[config.mk]
export PLATFORM = sky130hd
export DESIGN_NAME = hazard3_regfile_wb_arbiter
export DESIGN_NICKNAME = d
export VERILOG_FILES = /design/src/rtl/hazard3_regfile_wb_arbiter.sv
export SDC_FILE = /design/constraint.sdc
export NUM_CORES = 1
export LEC_CHECK = 0
export CAP_MARGIN = 40
export CORE_MARGIN = 2
export CORE_UTILIZATION = 46
export DETAILED_ROUTE_END_ITERATION = 8
export GPL_ROUTABILITY_DRIVEN = 0
export PLACE_DENSITY = 0.74
export SYNTH_ARGS = -nofsm -noshare
export SYNTH_HDL_FRONTEND = slang
export SYNTH_SLANG_ARGS = --single-unit
[constraint.sdc]
create_clock -name clk -period 6.77 [get_ports clk]
set_input_delay 1.0155 -clock clk [delete_from_list [all_inputs] [get_ports clk]]
set_output_delay 1.0155 -clock clk [all_outputs]
set_load 0.01 [all_outputs]
[src/rtl/hazard3_regfile_wb_arbiter.sv]
// Regfile write-port arbiter: zero-fills the register file after reset, then
// merges unstallable ALU writebacks with FIFO-buffered load returns onto the
// single write port. Exposes a pending mask of registers with a queued load.
module hazard3_regfile_wb_arbiter #(
    parameter int N_REGS         = 16,
    parameter int W_DATA         = 32,
    parameter int W_ADDR         = 4,
    parameter int LD_FIFO_DEPTH  = 2,
    parameter int CLEAR_ON_RESET = 1
) (
    input  logic              clk,
    input  logic              rst,
    input  logic              alu_wen,
    input  logic [W_ADDR-1:0] alu_waddr,
    input  logic [W_DATA-1:0] alu_wdata,
    input  logic              ld_valid,
    output logic              ld_ready,
    input  logic [W_ADDR-1:0] ld_waddr,
    input  logic [W_DATA-1:0] ld_wdata,
    output logic              rf_wen,
    output logic [W_ADDR-1:0] rf_waddr,
    output logic [W_DATA-1:0] rf_wdata,
    output logic              init_done,
    output logic [N_REGS-1:0] pending_mask
);

    localparam int W_PTR = (LD_FIFO_DEPTH > 1) ? $clog2(LD_FIFO_DEPTH) : 1;
    localparam int W_CNT = $clog2(LD_FIFO_DEPTH + 1);

    typedef enum logic [0:0] {
        ST_CLEAR = 1'b0,
        ST_RUN   = 1'b1
    } state_t;

    // Next FIFO pointer, wrapping modulo the FIFO depth
    function automatic logic [W_PTR-1:0] ptr_next(input logic [W_PTR-1:0] p);
        logic [W_PTR-1:0] n;
        if (p == W_PTR'(LD_FIFO_DEPTH - 1)) begin
            n = {W_PTR{1'b0}};
        end else begin
            n = p + {{(W_PTR-1){1'b0}}, 1'b1};
        end
        return n;
    endfunction

    state_t            r_state;
    logic [W_ADDR-1:0] r_clr_cnt;
    logic              r_init_done;
    logic              r_rf_wen;
    logic [W_ADDR-1:0] r_rf_waddr;
    logic [W_DATA-1:0] r_rf_wdata;

    logic [W_ADDR-1:0] r_fifo_addr [LD_FIFO_DEPTH];
    logic [W_DATA-1:0] r_fifo_data [LD_FIFO_DEPTH];
    logic              r_fifo_vld  [LD_FIFO_DEPTH];
    logic [W_PTR-1:0]  r_wr_ptr;
    logic [W_PTR-1:0]  r_rd_ptr;
    logic [W_CNT-1:0]  r_count;

    logic              w_run;
    logic              w_full;
    logic              w_ld_ready;
    logic              w_alu_go;
    logic              w_push;
    logic              w_pop;
    logic [N_REGS-1:0] w_mask;

    assign w_run      = (r_state == ST_RUN);
    assign w_full     = (r_count == W_CNT'(LD_FIFO_DEPTH));
    // Ready depends only on occupancy: a full FIFO never passes a load through
    assign w_ld_ready = w_run && !w_full;
    assign w_alu_go   = w_run && alu_wen && (alu_waddr != {W_ADDR{1'b0}});
    // x0 loads complete the handshake but are dropped here
    assign w_push     = ld_valid && w_ld_ready && (ld_waddr != {W_ADDR{1'b0}});
    assign w_pop      = w_run && !w_alu_go && (r_count != {W_CNT{1'b0}});

    // Decode every valid FIFO entry's destination into the pending mask
    always_comb begin
        w_mask = {N_REGS{1'b0}};
        for (int i = 0; i < LD_FIFO_DEPTH; i++) begin
            w_mask = w_mask | (r_fifo_vld[i] ? (N_REGS'(1) << r_fifo_addr[i])
                                             : {N_REGS{1'b0}});
        end
    end

    // Load-return FIFO storage, pointers and occupancy
    always_ff @(posedge clk or posedge rst) begin
        if (rst) begin
            for (int i = 0; i < LD_FIFO_DEPTH; i++) begin
                r_fifo_addr[i] <= {W_ADDR{1'b0}};
                r_fifo_data[i] <= {W_DATA{1'b0}};
                r_fifo_vld[i]  <= 1'b0;
            end
            r_wr_ptr <= {W_PTR{1'b0}};
            r_rd_ptr <= {W_PTR{1'b0}};
            r_count  <= {W_CNT{1'b0}};
        end else begin
            if (w_pop) begin
                r_fifo_vld[r_rd_ptr] <= 1'b0;
                r_rd_ptr             <= ptr_next(r_rd_ptr);
            end
            if (w_push) begin
                r_fifo_addr[r_wr_ptr] <= ld_waddr;
                r_fifo_data[r_wr_ptr] <= ld_wdata;
                r_fifo_vld[r_wr_ptr]  <= 1'b1;
                r_wr_ptr              <= ptr_next(r_wr_ptr);
            end
            case ({w_push, w_pop})
                2'b10:   r_count <= r_count + {{(W_CNT-1){1'b0}}, 1'b1};
                2'b01:   r_count <= r_count - {{(W_CNT-1){1'b0}}, 1'b1};
                default: r_count <= r_count;
            endcase
        end
    end

    // Clear/run sequencing and the registered write-port decision
    always_ff @(posedge clk or posedge rst) begin
        if (rst) begin
            r_state     <= (CLEAR_ON_RESET != 0) ? ST_CLEAR : ST_RUN;
            r_init_done <= (CLEAR_ON_RESET == 0);
            r_clr_cnt   <= {W_ADDR{1'b0}};
            r_rf_wen    <= 1'b0;
            r_rf_waddr  <= {W_ADDR{1'b0}};
            r_rf_wdata  <= {W_DATA{1'b0}};
        end else begin
            case (r_state)
                ST_CLEAR: begin
                    r_rf_wen   <= 1'b1;
                    r_rf_waddr <= r_clr_cnt;
                    r_rf_wdata <= {W_DATA{1'b0}};
                    r_clr_cnt  <= r_clr_cnt + {{(W_ADDR-1){1'b0}}, 1'b1};
                    if (r_clr_cnt == W_ADDR'(N_REGS - 1)) begin
                        r_state     <= ST_RUN;
                        r_init_done <= 1'b1;
                    end else begin
                        r_state     <= ST_CLEAR;
                        r_init_done <= 1'b0;
                    end
                end
                ST_RUN: begin
                    if (w_alu_go) begin
                        r_rf_wen   <= 1'b1;
                        r_rf_waddr <= alu_waddr;
                        r_rf_wdata <= alu_wdata;
                    end else if (w_pop) begin
                        r_rf_wen   <= 1'b1;
                        r_rf_waddr <= r_fifo_addr[r_rd_ptr];
                        r_rf_wdata <= r_fifo_data[r_rd_ptr];
                    end else begin
                        r_rf_wen   <= 1'b0;
                    end
                end
                default: begin
                    r_state     <= ST_RUN;
                    r_init_done <= 1'b1;
                    r_rf_wen    <= 1'b0;
                end
            endcase
        end
    end

    assign ld_ready     = w_ld_ready;
    assign rf_wen       = r_rf_wen;
    assign rf_waddr     = r_rf_waddr;
    assign rf_wdata     = r_rf_wdata;
    assign init_done    = r_init_done;
    assign pending_mask = w_mask;

endmodule

Word level (Yosys, flattened, before mapping)
Cells that the tools add are included.

Mux-type cells: 34. Add/sub/neg operators: 5. Reduce and logical (&&, ||, !) cells: 15. Shift operators: 2. Magnitude comparators: 4. Equality and inequality tests: 5. Bitwise gates (word level): 7.

Operators with widths (number): $mux W32 (6); $bwmux W64 (1); $pmux W32 S2 (1); $demux W32 S1 (1); $mux W16 (2); $shl A1 B4 Y16 const A (2); $mux W4 (6); $or A16 B16 Y16 (1); $logic_and A1 B1 Y1 (9); $bwmux W8 (1); $mux W1 (8); $pmux W4 S2 (1); $reduce_bool A4 Y1 (2); $add A4 B1 Y4 const B (1); $demux W4 S1 (1); $eq A2 B2 Y1 const B (2); $eq A4 B4 Y1 const B (1); $ge A2 B2 Y1 const B (2); $lt A2 B1 Y1 const B (2); $mux W2 (2); $not A1 Y2 (2); $pmux W2 S2 (1); $reduce_bool A2 Y1 (2); $ne A3 B1 Y1 const B (1); 11 further kinds (14).

Flip-flop bits (word level): 121. Word-level logic and storage cells: 87. Input bits: 76. Output and inout port bits: 55.

Longest topological paths before layout
Depth in word-level cells: 10. Mapped depth: 6. Mapped depth without buffers: 4.

Worst setup path before layout
Ideal clock, no wire load.

Kind: in2reg. Start point: input port ld_waddr[0]. End point: register r_fifo_addr[3] (netlist bit). Path slack: 4.413 ns. Data arrival time: 2.232 ns. Buffers on the path: 1. Stages on the path: 5. Required time: 6.645 ns. Cell sequence: nor4_2 > nor2_2 > nand3_4 > buf_4 > mux2_2.

Cells in the longest elaborated chain, start to end: 2.

RTL lines: start: declaration (RTL line 18) `input logic [W_ADDR-1:0] ld_waddr,`; $reduce_bool A4 Y1 (RTL line 74) `assign w_push = ld_valid && w_ld_ready && (ld_waddr != {W_ADDR{1'b0}});`; $logic_and A1 B1 Y1 (RTL line 74); end signal: indexed assignment (RTL line 90) `r_fifo_addr[i] <= {W_ADDR{1'b0}};`; end signal: indexed assignment (RTL line 103) `r_fifo_addr[r_wr_ptr] <= ld_waddr;`; end: declaration (RTL line 53) `logic [W_ADDR-1:0] r_fifo_addr [LD_FIFO_DEPTH];`.

Every way passes these cells. A chain may end at the register's enable or synchronous reset.

Worst setup path after layout
Start point: register r_fifo_addr[2] (netlist bit). End point: output port pending_mask[3].

Cells in the longest elaborated chain, start to end: 3.

RTL lines: $shl A1 B4 Y16 (RTL line 81) `w_mask = w_mask | (r_fifo_vld[i] ? (N_REGS'(1) << r_fifo_addr[i])`; $mux W16 (RTL line 81); $or A16 B16 Y16 (RTL line 81); end: declaration (RTL line 24) `output logic [N_REGS-1:0] pending_mask`.

Every way passes these cells.

==> reports/summary.txt <==
Ys flop type = dfrtp_1
Synth top area cells = dfrtp_1 (53%), mux2_2 (8.5%), mux2_1 (6.3%)
P&R area growth vs syn = 35.8%
Filler cell count = 945
First-pass GRT wire length = 21900 um
Pre-Repair DR Iteration Count = 4
RR Startpoint = r_state
VDD IR max = 0.165 mV
EDFF count, synth = 0
Crit start category = flip-flop
Root buffer cell = clkbuf_16
Fraction of registers with async set/reset = 100%
Post-CTS Resized = 0
Hold depth = 1
HP Start = r_fifo_data[40]
Fin. max-slew vios = 0
Via count = 4318
Drt drc = 0
Crit Path Class = reg2out
Max Used Layer = met4
Synth cell types = 40
Die W = 115 um
CTS tree = yes
Largest net degree at the start of global routing = 65
R2R cell count = 6
Maxcap violations = 0
Clk sinks = 121
Setup Buffers After CTS = 0
Initial Util = 47.2%
Via count of the first global-routing pass = 4436
Hold-fix buffers, CTS = 0
Hold Crit Class = reg2reg
Sequential area share after synthesis = 53.2%
1st-iter DRT viols = 307
Worst-Margin Slew = 807 ps
ANT nets after route = 0
WL met1 = 6130 um
FF+latch count, synth = 121
Synth Instances = 484
Total power = 3.37 mW
Area share of the largest cell type after synthesis = 53.2%
Skew final = 11.9 ps
Cell leakage power = 3.25 nW
Final WL = 13700 um
RSZ-0062 raised after global routing = no
Worst-skew pair later-pin latency = 410 ps
Synthesized area = 0.00570 mm^2
Synth Net Count = 561
Placed instance count = 758
R2R Path End = r_count[1]
Metal2 WL = 6330 um
Fmax = 318 MHz
CTS H-tree lvls = 4
Worst-path maximum fanout = 6
Die area = 0.0133 mm^2
Count leader, synth = dfrtp_1
# diodes = 0
Status = finished, final reports clean
Pwr dens = 436 mW/mm^2
Cell accounting for the most synthesized area = dfrtp_1
Clk slew on worst S/H paths = 60 ps
Final net count = 686
Layout Utilization = 64.2%
Maximum root-to-sink buffer count = 2
Most frequent cells after synthesis = dfrtp_1 (121), nand2_1 (77), mux2_2 (43), mux2i_1 (35), o211ai_1 (33)
DR WL met3 = 931 um
Initial antenna violation count = 0
Final cell count without fillers = 790
Critical Path AT = 2130 ps
Core area = 0.0121 mm^2
Final setup viols = 0
Total grt overflow = 0
Synth warn = 0
Inserted Clock Buffers = 17
Final HPWL from detailed placement = 9180 um
Num ports = 131
Post-Syn Area per Cell = 11.8 um^2
Setup TNS = 0 ps
Relative slew margins = 46.2%
GRT Total Usage = 21.3%
Critical Path RT = 5750 ps
Avg WL per Cell = 17.3 um
Port bufs = 130
R2R Setup Slk = 4390 ps
Layout cells sized above 1 = 15.0%
Detailed-route vias per instance = 5.47
DIE HEIGHT = 115 um
Final worst-path cycle share = 46.4%
Min cycle time layout = 3140 ps
Hold endpoint = r_fifo_data[40]
Final Hold Violating Endpoints = 0
Crit. End Element = output pin
Cell row count = 40
==> report_power, final <==
group | internal [mW] | total [mW] | switching [mW] | leakage (nW)
Combinational | 0.642 | 1.15 | 0.513 | 1.52
Sequential | 1.03 | 1.25 | 0.220 | 1.43
Clock | 0.630 | 0.963 | 0.334 | 0.304
==> layout make-up <==
class	count	area, um^2	share of cell area [%]
clock buffers	19	443	5.72
clock inverters	13	193	2.49
inverters	1	6.26	0.0808
multi-input cells	332	2510	32.4
flip-flops and latches	121	3030	39.1
well taps	168	210	2.72
repair buffers	136	1350	17.4
==> flip-flops by register name, indices dropped and copies added (netlist names) <==
name         flops
r_fifo_data     64
r_rd_ptr         1
r_state          1
r_fifo_vld       2
r_count          2
rf_wdata        32
rf_wen           1
r_wr_ptr         1
init_done        1
rf_waddr         4
r_clr_cnt        4
r_fifo_addr      8
==> metal layers <==
metal | vias to the layer above | global-route usage [%]
met3 | 23 | 5.59
met2 | 144 | 34.0
met5 | - | 0
met1 | 2144 | 28.2
li1 | 2007 | -
met4 | 0 | 7.47
==> stage by stage <==
stage          setup slack, ps  area (um^2)  hold WS, ps
3_3_place_gp              3440         7100          466
6_report                  3630         7740          487
3_5_place_dp              3390         7100          474
2_1_floorplan             2540         5700          457
5_1_grt                   3560         7740          504
4_1_cts                   3630         7740          489
==> critical path, cell delays in order (launching register included) <==
cell and delay [ps]:
dfrtp_1 440, or3b_2 550, o22ai_1 170, clkdlybuf4s50_1 570
==> cell usage in the layout (no fill, tap or decap), types with 7 or more instances in the layout <==
master           netlist  final
clkbuf_16              0     17
nand2_1               77     77
dfrtp_1              121    120
clkdlybuf4s50_1        0    130
mux2_2                43     43
mux2_1                32     32
a21oi_1                9      9
o211ai_1              33     33
o22ai_1               16     16
nand2b_1               7      7
mux2i_1               35     35
a21boi_0              32     32
==> how the worst max path moves through the flow <==
stage                        start              end  slack, ps  cells after the start
floorplan                      rst        init_done       2540                      1
global placement      alu_waddr[1]      rf_waddr[0]       3440                      5
detailed placement    alu_waddr[1]      rf_waddr[0]       3390                      5
CTS                 r_fifo_addr[2]  pending_mask[3]       3630                      3
global route        r_fifo_addr[2]  pending_mask[1]       3560                      3
finish              r_fifo_addr[2]  pending_mask[3]       3630                      3
==> cell families (layout without fill, tap and decap cells) <==
kind of cell | after synthesis | after routing | share of synthesized area, %
AND/OR/NAND/NOR | 117 | 117 | 9.91
adder cells (fa/ha/maj) | 1 | 1 | 0.220
XOR/XNOR | 4 | 4 | 0.615
flip-flops | 121 | 121 | 53.2
multiplexers | 110 | 110 | 21.0
AO/OA/AOI/OAI | 100 | 100 | 12.3
buffers and inverters | 31 | 169 | 2.81
Note: power is estimated with default switching activity, not from simulation.
